## config.mk

```make
export PLATFORM = sky130hd
export DESIGN_NAME = ram_loader
export DESIGN_NICKNAME = d
export VERILOG_FILES = /design/src/rtl/ram_loader.sv
export SDC_FILE = /design/constraint.sdc
export NUM_CORES = 1
export LEC_CHECK = 0
export ABC_AREA = 1
export BUFFER_PORTS_ARGS = -buffer_cell sky130_fd_sc_hd__buf_2
export CAP_MARGIN = 20
export CELL_PAD_IN_SITES_DETAIL_PLACEMENT = 1
export CELL_PAD_IN_SITES_GLOBAL_PLACEMENT = 1
export CORE_UTILIZATION = 43
export CTS_BUF_LIST = sky130_fd_sc_hd__clkbuf_4
export DETAILED_ROUTE_END_ITERATION = 10
export GPL_TIMING_DRIVEN = 1
export MAX_ROUTING_LAYER = met4
export PLACE_DENSITY = 0.8
export SYNTH_ARGS = -nofsm -noshare
export SYNTH_HDL_FRONTEND = slang
export SYNTH_SLANG_ARGS = --single-unit
```

## constraint.sdc

```tcl
create_clock -name clk -period 2.3 [get_ports clk]
set_input_delay 0 -clock clk [delete_from_list [all_inputs] [get_ports clk]]
set_output_delay 0 -clock clk [all_outputs]
set_load 0.01 [all_outputs]
```

## src/rtl/ram_loader.sv

```systemverilog
// ram_loader: streams a byte sequence into consecutive RAM locations, then
// reads the region back and compares the readback sum against the sum of the
// accepted bytes. While active it owns the RAM bus and holds the CPU off.
module ram_loader #(
  parameter int ADDR_W = 8,
  parameter int DATA_W = 8
) (
  input  logic              clk,
  input  logic              rst,
  input  logic              start,
  input  logic              abort,
  input  logic [ADDR_W-1:0] base_addr,
  input  logic [ADDR_W:0]   length,
  input  logic              in_valid,
  input  logic [DATA_W-1:0] in_data,
  output logic              in_ready,
  output logic              ram_write,
  output logic              ram_read,
  output logic [ADDR_W-1:0] ram_address,
  output logic [DATA_W-1:0] ram_data,
  input  logic [DATA_W-1:0] ram_out,
  output logic              cpu_hold,
  output logic              busy,
  output logic              done,
  output logic              error,
  output logic [DATA_W-1:0] checksum
);

  // Byte counter is one bit wider than the address so a full-space load fits.
  localparam int CNT_W = ADDR_W + 1;

  localparam logic [CNT_W-1:0]  CNT_ZERO  = {CNT_W{1'b0}};
  localparam logic [CNT_W-1:0]  CNT_ONE   = {{(CNT_W-1){1'b0}}, 1'b1};
  localparam logic [CNT_W-1:0]  MAX_LEN   = {1'b1, {ADDR_W{1'b0}}};
  localparam logic [ADDR_W-1:0] ADDR_ZERO = {ADDR_W{1'b0}};
  localparam logic [ADDR_W-1:0] ADDR_ONE  = {{(ADDR_W-1){1'b0}}, 1'b1};
  localparam logic [DATA_W-1:0] DATA_ZERO = {DATA_W{1'b0}};

  typedef enum logic [2:0] {
    ST_IDLE   = 3'd0,
    ST_LOAD   = 3'd1,
    ST_FLUSH  = 3'd2,
    ST_VERIFY = 3'd3,
    ST_CHECK  = 3'd4,
    ST_DONE   = 3'd5
  } state_t;

  state_t            state_r,    state_s;
  logic [ADDR_W-1:0] base_r,     base_s;
  logic [CNT_W-1:0]  len_r,      len_s;
  logic [CNT_W-1:0]  count_r,    count_s;
  logic [DATA_W-1:0] checksum_r, checksum_s;
  logic [DATA_W-1:0] vsum_r,     vsum_s;
  logic              error_r,    error_s;
  logic              wr_r,       wr_s;
  logic              rd_r,       rd_s;
  logic [ADDR_W-1:0] addr_r,     addr_s;
  logic [DATA_W-1:0] data_r,     data_s;
  logic              busy_r;
  logic              done_r;
  logic              in_ready_s;

  // Upstream may only hand over bytes while loading.
  assign in_ready_s = (state_r == ST_LOAD);

  // Next-state, datapath and RAM-bus decisions; abort overrides everything.
  always_comb begin
    state_s    = state_r;
    base_s     = base_r;
    len_s      = len_r;
    count_s    = count_r;
    checksum_s = checksum_r;
    vsum_s     = vsum_r;
    error_s    = error_r;
    wr_s       = 1'b0;
    rd_s       = 1'b0;
    addr_s     = addr_r;
    data_s     = data_r;

    if (abort && (state_r != ST_IDLE)) begin
      // Partial checksum is intentionally kept for diagnosis.
      state_s = ST_IDLE;
    end else begin
      case (state_r)
        ST_IDLE, ST_DONE: begin
          if (abort) begin
            state_s = ST_IDLE;
          end else if (start) begin
            if (length == CNT_ZERO) begin
              state_s    = ST_DONE;
              checksum_s = DATA_ZERO;
              error_s    = 1'b0;
            end else if (length > MAX_LEN) begin
              state_s    = ST_DONE;
              checksum_s = DATA_ZERO;
              error_s    = 1'b1;
            end else begin
              state_s    = ST_LOAD;
              base_s     = base_addr;
              len_s      = length;
              count_s    = CNT_ZERO;
              checksum_s = DATA_ZERO;
              error_s    = 1'b0;
            end
          end else begin
            state_s = state_r;
          end
        end

        ST_LOAD: begin
          if (in_valid && in_ready_s) begin
            wr_s       = 1'b1;
            addr_s     = base_r + count_r[ADDR_W-1:0];
            data_s     = in_data;
            checksum_s = checksum_r + in_data;
            count_s    = count_r + CNT_ONE;
            if (count_r == (len_r - CNT_ONE)) begin
              state_s = ST_FLUSH;
            end else begin
              state_s = ST_LOAD;
            end
          end else begin
            state_s = ST_LOAD;
          end
        end

        ST_FLUSH: begin
          // Last write strobe is on the bus now; reads start next cycle.
          state_s = ST_VERIFY;
          count_s = CNT_ZERO;
          vsum_s  = DATA_ZERO;
          rd_s    = 1'b1;
          addr_s  = base_r;
        end

        ST_VERIFY: begin
          vsum_s = vsum_r + ram_out;
          if (count_r == (len_r - CNT_ONE)) begin
            state_s = ST_CHECK;
            rd_s    = 1'b0;
          end else begin
            state_s = ST_VERIFY;
            count_s = count_r + CNT_ONE;
            rd_s    = 1'b1;
            addr_s  = base_r + count_r[ADDR_W-1:0] + ADDR_ONE;
          end
        end

        ST_CHECK: begin
          state_s = ST_DONE;
          error_s = (vsum_r != checksum_r);
        end

        default: begin
          state_s = ST_IDLE;
        end
      endcase
    end
  end

  // State, datapath and registered output flops with asynchronous reset.
  always_ff @(posedge clk or posedge rst) begin
    if (rst) begin
      state_r    <= ST_IDLE;
      base_r     <= ADDR_ZERO;
      len_r      <= CNT_ZERO;
      count_r    <= CNT_ZERO;
      checksum_r <= DATA_ZERO;
      vsum_r     <= DATA_ZERO;
      error_r    <= 1'b0;
      wr_r       <= 1'b0;
      rd_r       <= 1'b0;
      addr_r     <= ADDR_ZERO;
      data_r     <= DATA_ZERO;
      busy_r     <= 1'b0;
      done_r     <= 1'b0;
    end else begin
      state_r    <= state_s;
      base_r     <= base_s;
      len_r      <= len_s;
      count_r    <= count_s;
      checksum_r <= checksum_s;
      vsum_r     <= vsum_s;
      error_r    <= error_s;
      wr_r       <= wr_s;
      rd_r       <= rd_s;
      addr_r     <= addr_s;
      data_r     <= data_s;
      busy_r     <= (state_s != ST_IDLE) && (state_s != ST_DONE);
      done_r     <= (state_s == ST_DONE);
    end
  end

  assign in_ready    = in_ready_s;
  assign ram_write   = wr_r;
  assign ram_read    = rd_r;
  assign ram_address = addr_r;
  assign ram_data    = data_r;
  assign cpu_hold    = busy_r;
  assign busy        = busy_r;
  assign done        = done_r;
  assign error       = error_r;
  assign checksum    = checksum_r;

endmodule

```

* Yosys cells after proc, flatten, opt, wreduce, memory -nomap -nowiden
Cells that the tools add are included.
** Operators by class
- Add/subtract/negate cells :: 6
- $lt $le $gt $ge :: 1
- Eq/ne operators :: 15
- Mux-type cells :: 35
- Bitwise operators :: 4
- Reductions and logical operators :: 20
** Operators with widths (number)
- 9-bit 2-to-1 mux :: 6
- 8-bit 2-to-1 mux :: 5
- 9-bit case mux with 4 select lines :: 1
- 8-bit case mux with 2 select lines :: 2
- 8-bit adder :: 3
- 8-bit case mux with 3 select lines :: 1
- 3-bit 2-to-1 mux :: 7
- 3-bit case mux with 5 select lines :: 1
- 2-bit inequality test, second input constant :: 5
- 9-bit by 1-bit adder with 9-bit output, second input constant :: 1
- 3-bit equality test, second input constant :: 3
- 9-bit equality test :: 1
- 9-bit > comparator, second input constant :: 1
- 9-bit zero test :: 1
- 1-bit 2-to-1 mux :: 9
- 3-bit nonzero test :: 3
- 9-bit by 1-bit subtractor with 9-bit output, second input constant :: 1
- 8-bit by 1-bit adder with 8-bit output, second input constant :: 1
- 8-bit inequality test :: 1
- 4-bit AND reduction :: 2
- 8-bit AND reduction :: 1
- 3-bit by 2-bit equality test with 1-bit output, second input constant :: 2
- 6-bit AND reduction :: 1
- 2-bit nonzero test :: 3
- other kinds (13) :: 19
** Word-level totals
- Register bits :: 66
- Input port bits :: 38
- Output and inout port bits :: 31
- Word-level logic and storage cells :: 94

* Logic depth before layout (Yosys ltp)
- Word-level depth :: 9
- Gate-level depth with buffers :: 15
- Depth with buffers taken out :: 15

* Least setup slack after synthesis
Ideal clock, no wire load.
- Path kind :: flip-flop to flip-flop
- From :: register count_r[0]
- To :: register addr_r[7], in the netlist ram_address[7]
- Library setup time :: 118 ps
- Arrival :: 1998 ps
- Required time :: 2182 ps
- Path slack :: 184 ps
- Stages on the path, launching flop included :: 14
- Path through :: dfrtp_1 -> ha_1 -> fa_1 -> nand3_1 -> nand3_1 -> nand2_1 -> nand2_1 -> a21oi_1 -> xnor2_1 -> nand2_1 -> nor2_1 -> nor2_1 -> a21oi_1 -> nor2_1
** On the way
- Word-level cells in the longest chain between the ends :: 4
- Elaborated cells between the ends (all ways) :: 8
** RTL lines
- from (decl) :: RTL line 51 : logic [CNT_W-1:0] count_r, count_s;
- from (signal assigned) :: RTL line 181 : count_r <= count_s;
- 8-bit adder :: RTL line 113, 145
- 8-bit by 1-bit adder with 8-bit output :: RTL line 145 : addr_s = base_r + count_r[ADDR_W-1:0] + ADDR_ONE;
- 8-bit 2-to-1 mux :: RTL line 138 : if (count_r == (len_r - CNT_ONE)) begin
- 8-bit case mux with 3 select lines :: RTL line 84 : case (state_r)
- to (signal assigned) :: RTL line 187 : addr_r <= addr_s;
- to (decl) :: RTL line 57 : logic [ADDR_W-1:0] addr_r, addr_s;
Parallel ways exist; a longest one is shown, timed or not. The select of a mux whose other input is x is not followed.
A chain may end at the register's enable or synchronous reset.

* Worst setup path in the final report
- From :: register base_r[0]
- To :: register addr_r[7], in the netlist ram_address[7]
** On the way
- Word-level cells in the longest chain between the ends :: 4
- Elaborated cells between the ends (all ways) :: 5
** RTL lines
- from (decl) :: RTL line 49 : logic [ADDR_W-1:0] base_r, base_s;
- from (signal assigned) :: RTL line 179 : base_r <= base_s;
- 8-bit adder (*) :: RTL line 113, 145
- 8-bit by 1-bit adder with 8-bit output :: RTL line 145
- 8-bit 2-to-1 mux :: RTL line 138
- 8-bit case mux with 3 select lines (*) :: RTL line 84
Mark *: on every way between the ends. The rest lies on a longest branch, timed or not. The select of a mux whose other input is x is not followed.

==> flow_metrics.py <==
metrics = {
    "status": {
        "outcome": "complete, but fails checks",
        "violations": "negative setup slack",
    },
    "worst_setup_path": {
        "worstSetupPathType": "register to register",
        "crit_required_ns": 2.61,
        "critPathLaunchType": "register",
        "worstPathArrival_ns": 2.64,
        "cp_max_fo": 3,
        "endpoint_kind": "register",
    },
    "clocking": {
        "clk-insertion-delay-late_ns": 0.43,
        "cts_tree": "yes",
        "clkSlewWorstSetupHoldPaths_ns": 0.11,
        "h-tree-depth": 3,
        "root_buffer": "clkbuf_4",
        "numClockSinks": 66,
        "cts_buffer_depth": 2,
        "cts_buffers": 9,
    },
    "timing": {
        "relSlewSlack": 0.648,
        "drv_slew": 0,
        "worstMarginPinSlew_ns": 0.524,
        "fin_ws_ns": -0.0290,
        "skew_ns": 0.0164,
        "finalSetupTns_ns": -0.0328,
        "hold_viol": 0,
        "fin_crit_sh": 1.01,
        "max_freq_mhz": 429,
        "final-setup-viol-count": 2,
        "grt_setup_unrepaired": "yes",
        "min_period_ns": 2.33,
    },
    "grt": {
        "grt_pass1_vias": 4582,
        "grt_usage": 0.274,
        "grt_max_degree": 67,
        "gr-total-overflow": 0,
        "antenna_found_initial": 1,
        "grt_pass1_wl_um": 21200,
    },
    "cells_and_area": {
        "fin_nets": 740,
        "drive_above_1_share": 0.229,
        "fin_cells": 810,
        "area_growth_pct": 25.5,
        "fillCellCount": 1257,
    },
    "pwr": {
        "powerDensity_nw_per_um2": 1210,
        "ir_drop_uv": 453,
        "power_leakage_nw": 2.76,
    },
    "place": {
        "dp_hpwl_um": 9690,
        "io_buffers": 68,
        "globalplace.congestion": 0.872,
        "place_inst": 757,
    },
    "hold_path": {
        "worst_hold_path_type": "primary input to register",
    },
    "floorplanning": {
        "io_pins": 69,
        "start_util": 0.445,
        "die_y_um": 103,
        "floorplan.die_area_um2": 10500,
        "die_w_um": 103,
        "rows": 36,
        "core_um2": 9770,
    },
    "route": {
        "drt-total-wl_um": 13200,
        "vias": 4232,
        "drc": 0,
        "dr.pass1.iters": 4,
        "ant_nets": 0,
        "wire_per_inst_um": 16.3,
        "drt-vias-per-instance": 5.22,
        "drt_iter0_drc": 100,
    },
    "synth": {
        "syn_nets": 625,
        "yosysUniqueCellTypes": 43,
        "syn_avg_cell_area_um2": 7.80,
        "syn_inst": 557,
        "synth-main-ff-cell": "dfrtp_1",
        "async_flop_share": 1.00,
        "synth-seq-area-share": 0.380,
        "synth_area_um2": 4350,
        "synth_edf_count": 0,
        "yosysWarnings": 0,
        "synth-seq-cells": 66,
    },
    "job": {
        "max_cap_viol_count": 0,
    },
}
## power breakdown
part / total, mW / switching, mW / leakage [nW] / internal [mW]
Combinational: 3.87 / 2.33 / 1.87 / 1.54
Sequential: 2.07 / 0.449 / 0.832 / 1.62
Clock: 0.646 / 0.430 / 0.0609 / 0.216
Total: 6.58 / 3.21 / 2.76 / 3.37
## per-stage QoR
| step | hold WS [ns] | setup slack (ns) | power, mW | utilization | area (um2) |
|---|---|---|---|---|---|
| 4_1_cts | 0.0188 | 0.0149 | 6.25 | 0.541 | 5280 |
| 5_1_grt | 0.0395 | -0.177 | 7.14 | 0.558 | 5460 |
| 3_5_place_dp | 0.110 | -0.0165 | 5.49 | 0.498 | 4870 |
| 6_report | 0.0518 | -0.0290 | 6.58 | 0.558 | 5460 |
| 3_3_place_gp | 0.0994 | 0.0833 | 5.29 | 0.498 | 4870 |
| 2_1_floorplan | 0.117 | 0.184 | 4.42 | - | 4350 |
## layout make-up
class                   instances  area (um2)  area share
clock inverters                 5        22.5     0.00413
flip-flops and latches         66        1650       0.303
well taps                     133         166      0.0305
repair buffers                111         752       0.138
inverters                      75         284      0.0521
diodes                          1        2.50    0.000459
multi-input cells             409        2500       0.458
clock buffers                  10        75.1      0.0138
## logic make-up (layout without fill, tap and decap cells)
logic type | after synthesis | in the layout | share of synthesized area
AOI/OAI and AO/OA | 81 | 81 | 0.109
and+or+nand+nor | 269 | 269 | 0.283
buffers and inverters | 82 | 201 | 0.0749
adders and majority gates | 30 | 30 | 0.0916
muxes | 5 | 5 | 0.0130
other | 0 | 1 | 0
xor gates and xnor gates | 24 | 24 | 0.0484
DFF | 66 | 66 | 0.380
## worst paths after layout
path / startpoint / to / slack (ns) / depth (start not counted)
max: base_r[0]$_DFFE_PP0P_ / ram_address[7]$_DFFE_PP0P_ / -0.03 / 13
min: abort / vsum_r[4]$_DFFE_PP0P_ / 0.05 / 4
max reg2reg: base_r[0]$_DFFE_PP0P_ / ram_address[7]$_DFFE_PP0P_ / -0.03 / 13
min in group asynchronous: rst / len_r[5]$_DFFE_PP0P_ / 0.18 / 4
max in group asynchronous: rst / ram_address[1]$_DFFE_PP0P_ / 1.80 / 4
min reg2reg: ram_data[5]$_DFFE_PP0P_ / ram_data[5]$_DFFE_PP0P_ / 0.48 / 2
## cell usage after synthesis, types with 2 or more instances
cell type	instances	area [um2]
buf_4	3	22.5
nand3_2	4	40.0
nand4_1	8	50.1
mux2_2	5	56.3
nand2_4	2	22.5
a21oi_1	20	100
o22ai_1	4	25.0
fa_1	3	60.1
o31ai_1	2	15.0
nand2_1	147	552
inv_1	70	263
nand3_1	36	180
xnor2_1	16	140
nand3b_1	4	30.0
nor4_1	4	25.0
a21oi_2	5	43.8
nor3_1	7	35.0
buf_2	3	15.0
nor2_2	11	68.8
nor2_1	40	150
ha_1	27	338
a21o_1	2	15.0
dfrtp_1	66	1650
o221ai_1	2	17.5
o21ai_0	32	160
o21ai_1	3	15.0
or2_2	2	12.5
inv_2	4	15.0
xor2_1	8	70.1
a31oi_1	4	25.0
## what timing repair did
action                                  4_1_cts  5_1_grt
pin swaps                                     2       16
endpoints found under the setup margin        2       24
hold endpoints to repair                     97        0
gates resized for setup                       2       30
setup buffers                                 3        5
hold buffers                                 29        0
## registers in the layout, summed over array words and instances, names as in the netlist
signal	flops
count_r	9
done	1
error	1
ram_write	1
len_r	9
checksum	8
ram_data	8
vsum_r	8
ram_read	1
state_r	3
ram_address	8
busy	1
base_r	8
## critical path, stage by stage, from the launching register on
cell     delay (ns)
dfrtp_1        0.44
ha_4           0.19
fa_2           0.41
nand3_2        0.09
nand3_2        0.10
nand2_1        0.11
nand2_1        0.07
a21oi_2        0.16
xnor2_2        0.15
nand2_1        0.10
nor2_1         0.14
nor2_1         0.06
a21oi_1        0.15
nor2_1         0.06
## per-layer routing
metal / routed length, um / share of wire / global-route usage
met4: 404 / 0.031 / 0.126
met2: 7010 / 0.53 / 0.493
met3: 359 / 0.027 / 0.0454
met5: 0 / 0 / -
met1: 5450 / 0.41 / 0.293
## placed cells by master (no fill, tap or decap), drive strengths merged, types with 2 or more instances in the layout
cell type,count
nand2,149
buf,82
inv,75
dfrtp,66
nor2,52
nand3,40
o21ai,35
dlygate4sd3,29
ha,27
a21oi,25
xnor2,16
clkbuf,10
nand4,9
nor3,8
xor2,8
mux2,5
nor4,5
clkinv,5
nand3b,4
a31oi,4
o22ai,4
fa,3
o221ai,2
or2,2
o31ai,2
a21o,2
Note: power is estimated with default switching activity, not from simulation.
